<file path="config.mk">
export PLATFORM = sky130hd
export DESIGN_NAME = mem_arbiter
export DESIGN_NICKNAME = d
export VERILOG_FILES = /design/src/rtl/mem_arbiter.sv
export SDC_FILE = /design/constraint.sdc
export NUM_CORES = 1
export LEC_CHECK = 0
export BUFFER_PORTS_ARGS = -buffer_cell sky130_fd_sc_hd__buf_2
export CAP_MARGIN = 15
export CORE_UTILIZATION = 48
export CTS_CLUSTER_SIZE = 14
export DETAILED_ROUTE_END_ITERATION = 12
export PLACE_DENSITY = 0.85
export SLEW_MARGIN = 10
export SYNTH_ARGS = -nofsm -noshare
export SYNTH_HDL_FRONTEND = slang
export SYNTH_SLANG_ARGS = --single-unit
export TNS_END_PERCENT = 50
</file>
<file path="constraint.sdc">
create_clock -name clk -period 4.2 [get_ports clk]
set_input_delay 0.63 -clock clk [delete_from_list [all_inputs] [get_ports clk]]
set_output_delay 0.63 -clock clk [all_outputs]
set_load 0.03 [all_outputs]
</file>
<file path="src/rtl/mem_arbiter.sv">
// mem_arbiter: shares one single-port SRAM between the instruction-fetch port
// and the mem-stage data port. One access at a time, mem has priority over
// fetch, and SRAM controls are held for WAIT_CYCLES+1 cycles per access.
//
// Ports:
//   clk, rst            clock / synchronous active-high reset
//   if_*                fetch port: ce/addr in, rdata/ready/stall out
//   mem_*               data port: ce/addr/we/wdata in, rdata/ready/stall out
//   sram_*              SRAM side: registered ce/addr/we/data out, read data in
module mem_arbiter #(
  parameter int WAIT_CYCLES = 1,   // extra SRAM cycles beyond the first, 0..15
  parameter int ADDR_W      = 32
) (
  input  logic              clk,
  input  logic              rst,
  input  logic              if_ce_i,
  input  logic [ADDR_W-1:0] if_addr_i,
  output logic [31:0]       if_rdata_o,
  output logic              if_ready_o,
  output logic              stall_if_o,
  input  logic              mem_ce_i,
  input  logic [ADDR_W-1:0] mem_addr_i,
  input  logic [3:0]        mem_we_i,
  input  logic [31:0]       mem_wdata_i,
  output logic [31:0]       mem_rdata_o,
  output logic              mem_ready_o,
  output logic              stall_mem_o,
  output logic              sram_ce_o,
  output logic [ADDR_W-1:0] sram_addr_o,
  output logic [3:0]        sram_we_o,
  output logic [31:0]       sram_data_o,
  input  logic [31:0]       sram_data_i
);

  typedef enum logic {IDLE, ACCESS} state_t;
  typedef enum logic {PORT_IF, PORT_MEM} port_t;

  // Latched SRAM request; the only thing that drives the SRAM pins.
  typedef struct packed {
    logic              ce;
    logic [ADDR_W-1:0] addr;
    logic [3:0]        we;
    logic [31:0]       data;
  } sram_req_t;

  state_t    state, state_nxt;
  port_t     grant, grant_nxt;
  logic [3:0] cnt, cnt_nxt;
  sram_req_t req_q;
  logic      take_mem, take_if, finish;
  logic      mem_elig, if_elig;

  // A port whose ready pulse is high this cycle is consuming its result, so
  // it cannot be re-granted now; this is what lets a waiting fetch in after
  // every mem access.
  assign mem_elig = mem_ce_i & ~mem_ready_o;
  assign if_elig  = if_ce_i  & ~if_ready_o;

  assign stall_if_o  = if_ce_i  & ~if_ready_o;
  assign stall_mem_o = mem_ce_i & ~mem_ready_o;

  assign sram_ce_o   = req_q.ce;
  assign sram_addr_o = req_q.addr;
  assign sram_we_o   = req_q.we;
  assign sram_data_o = req_q.data;

  always_comb begin
    state_nxt = state;
    grant_nxt = grant;
    cnt_nxt   = cnt;
    take_mem  = 1'b0;
    take_if   = 1'b0;
    finish    = 1'b0;
    case (state)
      IDLE: begin
        if (mem_elig) begin
          take_mem  = 1'b1;
          grant_nxt = PORT_MEM;
          cnt_nxt   = 4'(WAIT_CYCLES);
          state_nxt = ACCESS;
        end else if (if_elig) begin
          take_if   = 1'b1;
          grant_nxt = PORT_IF;
          cnt_nxt   = 4'(WAIT_CYCLES);
          state_nxt = ACCESS;
        end
      end
      ACCESS: begin
        if (cnt != 4'd0) begin
          cnt_nxt = cnt - 4'd1;
        end else begin
          finish    = 1'b1;
          state_nxt = IDLE;
        end
      end
      default: state_nxt = IDLE;
    endcase
  end

  always_ff @(posedge clk) begin
    if (rst) begin
      state       <= IDLE;
      grant       <= PORT_IF;
      cnt         <= '0;
      req_q       <= '0;
      if_ready_o  <= 1'b0;
      mem_ready_o <= 1'b0;
      if_rdata_o  <= '0;
      mem_rdata_o <= '0;
    end else begin
      state       <= state_nxt;
      grant       <= grant_nxt;
      cnt         <= cnt_nxt;
      if_ready_o  <= finish & (grant == PORT_IF);
      mem_ready_o <= finish & (grant == PORT_MEM);
      if (take_mem || take_if) begin
        req_q.ce   <= 1'b1;
        req_q.addr <= take_mem ? mem_addr_i : if_addr_i;
        req_q.we   <= take_mem ? mem_we_i : 4'b0000;
        req_q.data <= mem_wdata_i;
      end else if (finish) begin
        // Address/data stay put; only the strobes drop.
        req_q.ce <= 1'b0;
        req_q.we <= 4'b0000;
        if (req_q.we == 4'b0000) begin
          if (grant == PORT_MEM) mem_rdata_o <= sram_data_i;
          else                   if_rdata_o  <= sram_data_i;
        end
      end
    end
  end

endmodule
</file>
==> results of run 1 <==
[synth_stat cells (3+ instances only)]
cell and n:
nand2_1 228, dfxtp_1 141, a21oi_1 131, o221ai_1 32
buf_2 24, clkbuf_1 19, nor2_1 11, buf_4 7
a32oi_1 4, inv_1 4, buf_6 3
[path summary, 6_finish.rpt]
| kind | depth (start not counted) | start | slack, ps | end |
|---|---|---|---|---|
| max reg2reg | 5 | mem_ready_o$_SDFF_PP0_ | 1840 | sram_addr_o[0]$_SDFFE_PP0P_ |
| max | 4 | mem_ready_o$_SDFF_PP0_ | 1670 | stall_mem_o |
| min | 3 | mem_wdata_i[26] | 350 | sram_data_o[26]$_SDFFE_PP0P_ |
| min reg2reg | 2 | sram_addr_o[18]$_SDFFE_PP0P_ | 450 | sram_addr_o[18]$_SDFFE_PP0P_ |
[routing by layer]
layer	up-vias	GRT usage (%)	wire length [um]
li1	2618	-	-
met1	2296	29.9	6000
met2	198	42.3	6790
met3	44	7.85	923
met4	0	11.5	482
met5	-	0	0
[per-stage QoR]
| step | power, uW | hold WS (ps) | util, % | cell area (um^2) | setup WS (ps) |
|---|---|---|---|---|---|
| floorplan | 1930 | 470 | - | 5190 | 2220 |
| global placement | 2120 | 435 | 62.7 | 6530 | 1660 |
| detailed placement | 2130 | 440 | 62.7 | 6530 | 1570 |
| CTS | 3630 | 335 | 68.5 | 7130 | 1670 |
| global route | 3750 | 342 | 68.5 | 7130 | 1550 |
| finish | 3600 | 354 | 68.5 | 7130 | 1670 |
[power breakdown]
group	internal [uW]	switching (uW)	leakage (uW)
Clock	942	563	0.000292
Sequential	1430	50.1	0.00115
Combinational	196	424	0.00182
Total	2570	1040	0.00326
[worst register-to-register path, stage by stage, from the launching register on]
cell      delay [ps]
dfxtp_1          340
nand2b_1         330
a21oi_4          790
buf_4            440
o221ai_1         190
a21oi_1          190
[cell families (layout without fill, tap and decap cells)]
group / after synthesis / in the layout / synth area share, %
AOI/OAI and AO/OA: 174 / 174 / 19.8
DFF: 141 / 141 / 54.3
buffers and inverters: 57 / 317 / 5.64
adders and majority gates: 1 / 1 / 0.241
and+or+nand+nor: 255 / 255 / 20.0
[final cells by class]
cell class / count / area (um^2)
multi-input combinational: 430 / 2090
sequential: 141 / 2820
tap: 136 / 170
clock buffer: 20 / 445
timing repair buffer: 281 / 1430
fill: 874 / 3290
clock inverter: 12 / 159
inverter: 4 / 15.0
[flip-flops by register name (all words and copies together) (netlist names)]
signal / flops
mem_ready_o: 1
sram_data_o: 32
if_rdata_o: 32
if_ready_o: 1
sram_ce_o: 1
sram_addr_o: 32
grant: 1
state: 1
cnt: 4
sram_we_o: 4
mem_rdata_o: 32
[layout by cell type, fill, tap and decap left out, drive strengths merged, types with 3 or more instances in the layout]
master  count
buf       281
nand2     228
dfxtp     141
a21oi     132
o221ai     32
clkbuf     20
nor2       12
inv         7
a32oi       4
clkinv      4
bufinv      3
==> out/qor.yml, run 1 <==
status: "finished clean"
cp.required_ps: 3570
cap_violations: 0
grt_pass1_wl_um: 22800
synth-edff-count: 0
ys_types: 30
layout-drive-gt1-share_pct: 35.8
nets: 1012
critPathMaxStageDelay_ps: 390
grt_usage_pct: 25.4
fin_crit_ps: 2530
synth_area_leader_cell: "dfxtp_1"
synthTopCellsByArea: "dfxtp_1 54%, nand2_1 16%, a21oi_1 13%"
p_leak_uw: 0.00326
finalHoldViolCount: 0
h-tree-depth: 4
drt_iter0_drc: 344
antenna_found_initial: 0
syn_area_mm2: 0.00519
finalClockSkew_ps: 13.0
area_growth_pct: 37.3
clk_path_buf_depth: 2
crit_chain: "nand2b_1 > buf_4 > inv_1 > buf_2"
worstMarginPinSlew_ps: 890
clock-root-buffer: "clkbuf_8"
end_kind: "output pin"
drc: 0
setup-violations-final: 0
overflow: 0
worstSetupPathType: "flip-flop to output pin"
wl_per_cell_um: 13.9
grt_pass1_vias: 4885
gp_congestion: 0.883
max_clock_freq_mhz: 396
routed-via-count: 5156
crit_family: "buffers and inverters"
grt_start_max_net_pins: 89
die_area_mm2: 0.0112
ant_nets: 0
cp-start-kind: "flip-flop"
cts.clk_slew.worst_paths_ps: 70
cp.arrival_ps: 1900
path_buf_inv: 3
synth_top_area_share_pct: 54.3
async_flop_share_pct: 0
avgSynthCellArea_um2: 8.27
placed_cells: 992
viasPerCell: 5.04
crit_fanout: 29
ys_warn_count: 0
power.density_mw_per_mm2: 505
relSlewSlack_pct: 40.5
min_period_over_period_pct: 60.2
cts.sinks: 141
post_cts_resized: 0
die_h_um: 106
instances_no_fill: 1024
first_pass_iters: 7
antennaDiodeCount: 0
cts_tree: "yes"
clock_latency_ps: 510
wirelength_um: 14200
synthCells: 628
rsz0062_at_grt: "false"
fin_setup_tns_ps: 0
slew_violations: 0
vdd_ir_drop_max_uv: 337
ys_seq_elements: 141
yosysSeqAreaShare_pct: 54.3
synth-main-ff-cell: "dfxtp_1"
cts_setup_buffers: 0
boundaryPins: 273
coreArea_mm2: 0.0104
slowest_stage: "dfxtp_1"
hold_path_class: "primary input to flip-flop"
cts_buffers: 17
syn_nets: 765
io_buffers: 272
initial_core_util_pct: 49.9
postCtsHoldBufs: 0
hpwl_um: 9830
floorplan.die.width_um: 106
num_rows: 37
No activity file was read; power rests on OpenSTA's default activity.
==> run 2: changes to the inputs <==
- CORE_UTILIZATION: 48 -> 45
- PLACE_DENSITY: 0.85 -> 0.81
- clock period: 4.2 -> 2.56 ns (I/O delays scaled with it)
==> run 2 against run 1 <==
  * Final area rose by 1.3%
  * Global-route usage fell by 1.5 points
  * Non-clock buffer count rose by 2
  * Worst setup slack got worse by 1200 ps
  * Total power rose by 67%
  * Utilization fell by 3.0 points
  * Sequential power rose by 64%
  * Via count rose by 1.0%
  * Final cell count rose by 0.68%
  * Flip-flop and latch count did not move
  * Critical path type unchanged
  * Largest cell class unchanged
  * Largest power group unchanged
  * Highest routed layer unchanged
==> out/qor.yml, run 2 (synthesis results as in run 1) <==
status: "finished clean"  # unchanged
max_clock_freq_mhz: 486
setup-violations-final: 0  # unchanged
ant_nets: 0  # unchanged
r2r_cells: 7  # was 5
min_delay_path_depth: 3  # unchanged
hold_start: "mem_we_i[2]"  # was mem_wdata_i[26]
final_cell_mix: "271 x buf_2, 228 x nand2_1, 141 x dfxtp_1, 131 x a21oi_1, 32 x o221ai_1"  # unchanged
coreArea_mm2: 0.0110  # was 0.0104 mm^2
vdd_ir_drop_max_uv: 549  # was 337 uV
finalClockSkew_ps: 5.88  # was 13.0 ps
die_area_mm2: 0.0120  # was 0.0112 mm^2
drc: 0  # unchanged
final_common_cell: "buf_2"  # unchanged
nets: 1014  # was 1,012
relSlewSlack_pct: 52.5  # was 40.5%
grt_pass1_vias: 4783  # was 4,885
cts_tree: "yes"  # unchanged
cts_setup_buffers: 0  # unchanged
antenna_found_initial: 1  # was 0
num_rows: 38  # was 37
slew_violations: 0  # unchanged
viasPerCell: 5.05  # was 5.04
overflow: 0  # unchanged
wl_per_cell_um: 13.9  # about the same
worstSetupPathType: "flip-flop to output pin"  # unchanged
wirelength_um: 14300  # was 14,200 um
regToRegStartpoint: "cnt[0]$_SDFFE_PP0P_"  # was mem_ready_o$_SDFF_PP0_
cts_buffers: 17  # unchanged
rrSetupSlack_ps: 650  # was 1840 ps
grt_usage_pct: 23.9  # was 25.4%
io_buffers: 272  # unchanged
r2r-end: "if_rdata_o[25]$_SDFFE_PP0P_"  # was sram_addr_o[0]$_SDFFE_PP0P_
area_growth_pct: 39.0  # was 37.3%
boundaryPins: 273  # unchanged
clock-root-buffer: "clkbuf_16"  # was clkbuf_8
gp_congestion: 0.816  # was 0.883
cp-start-kind: "flip-flop"  # unchanged
h-tree-depth: 4  # unchanged
finalHoldViolCount: 0  # unchanged
crit_fanout: 33  # was 29
min_to: "sram_we_o[2]$_SDFFE_PP0P_"  # was sram_data_o[26]$_SDFFE_PP0P_
postCtsHoldBufs: 0  # unchanged
routed-via-count: 5209  # was 5,156
cap_violations: 0  # unchanged
hpwl_um: 10100  # was 9830 um
clk_path_buf_depth: 2  # unchanged
fin_setup_tns_ps: 0  # unchanged
power.density_mw_per_mm2: 835  # was 505 mW/mm^2
utilization_pct: 65.5  # was 68.5%
floorplan.die.width_um: 109  # was 106 um
hold_path_class: "primary input to flip-flop"  # unchanged
worstMarginPinSlew_ps: 711  # was 890 ps
grt_pass1_wl_um: 22400  # was 22,800 um
cts.sinks: 141  # unchanged
min_period_over_period_pct: 80.3
p_total_uw: 6030  # was 3600 uW
layout-drive-gt1-share_pct: 36.0  # was 35.8%
end_kind: "output pin"  # unchanged
clock_latency_ps: 410  # was 510 ps
grt_start_max_net_pins: 65  # was 89
p_leak_uw: 0.00330  # was 0.00326 uW
cts.clk_slew.worst_paths_ps: 60  # was 70 ps
first_pass_iters: 4  # was 7
initial_core_util_pct: 47.1  # was 49.9%
whs_ps: 212  # was 354 ps
cp.arrival_ps: 1670  # was 1900 ps
drt_iter0_drc: 267  # was 344
post_cts_resized: 0  # unchanged
die_h_um: 109  # was 106 um
fin_crit_ps: 2060
rsz0062_at_grt: "false"  # unchanged
cp.required_ps: 2180  # was 3570 ps
[run 2: cell count changes in the layout (fill, tap and decap cells not counted), sizes merged]
cell,previous run,this run
bufinv,3,4
clkinv,4,5
inv,7,4
buf,281,283
diode,0,1
clkbuf,20,21
[run 2: through the flow]
stage                     worst slack (ps)  area [um^2]  std cells
after floorplan                        880         5190        628
after global placement                 782         6580        998
after detailed placement               696         6580        998
after CTS                              484         7220       1030
after global routing                   361         7220       1031
final                                  504         7220       1031
[run 2: worst max-delay path by stage]
stage / from / endpoint / slack (ps) / cells past startpoint
6_report: mem_ready_o$_SDFF_PP0_ / stall_mem_o / 500 / 4
5_1_grt: mem_ready_o$_SDFF_PP0_ / stall_mem_o / 360 / 4
2_1_floorplan: mem_ready_o$_SDFF_PP0_ / stall_mem_o / 880 / 4
4_1_cts: mem_ready_o$_SDFF_PP0_ / stall_mem_o / 480 / 4
3_5_place_dp: cnt[0]$_SDFFE_PP0P_ / if_rdata_o[11]$_SDFFE_PP0P_ / 700 / 7
3_3_place_gp: cnt[0]$_SDFFE_PP0P_ / if_rdata_o[10]$_SDFFE_PP0P_ / 780 / 7
[run 2: metal layers]
layer / track usage [%] / up-vias / routed length [um]
li1: - / 2627 / -
met1: 27.4 / 2368 / 5780
met2: 40.9 / 189 / 7180
met3: 6.88 / 25 / 1070
met4: 11.0 / 0 / 303
met5: 0 / - / 0
[run 2: final cells by class]
class,count,area [um^2]
Antenna cell,1,2.50
Clock buffer,21,470
Clock inverter,11,164
Fill cell,938,3810
Inverter,4,15.0
Multi-Input combinational cell,430,2090
Sequential cell,141,2820
Tap cell,140,175
Timing Repair Buffer,283,1480
[run 2: power by group]
| part | internal [uW] | leakage [uW] | total [uW] | switching, uW |
|---|---|---|---|---|
| clock network | 1700 | 0.000309 | 2570 | 872 |
| registers | 2350 | 0.00115 | 2430 | 80.4 |
| logic | 337 | 0.00184 | 1030 | 695 |
[run 2: worst max-delay path: stages, from the launching register on]
cell and delay (ps):
dfxtp_1 340, nand2b_1 290, buf_4 380, inv_1 70, buf_2 180
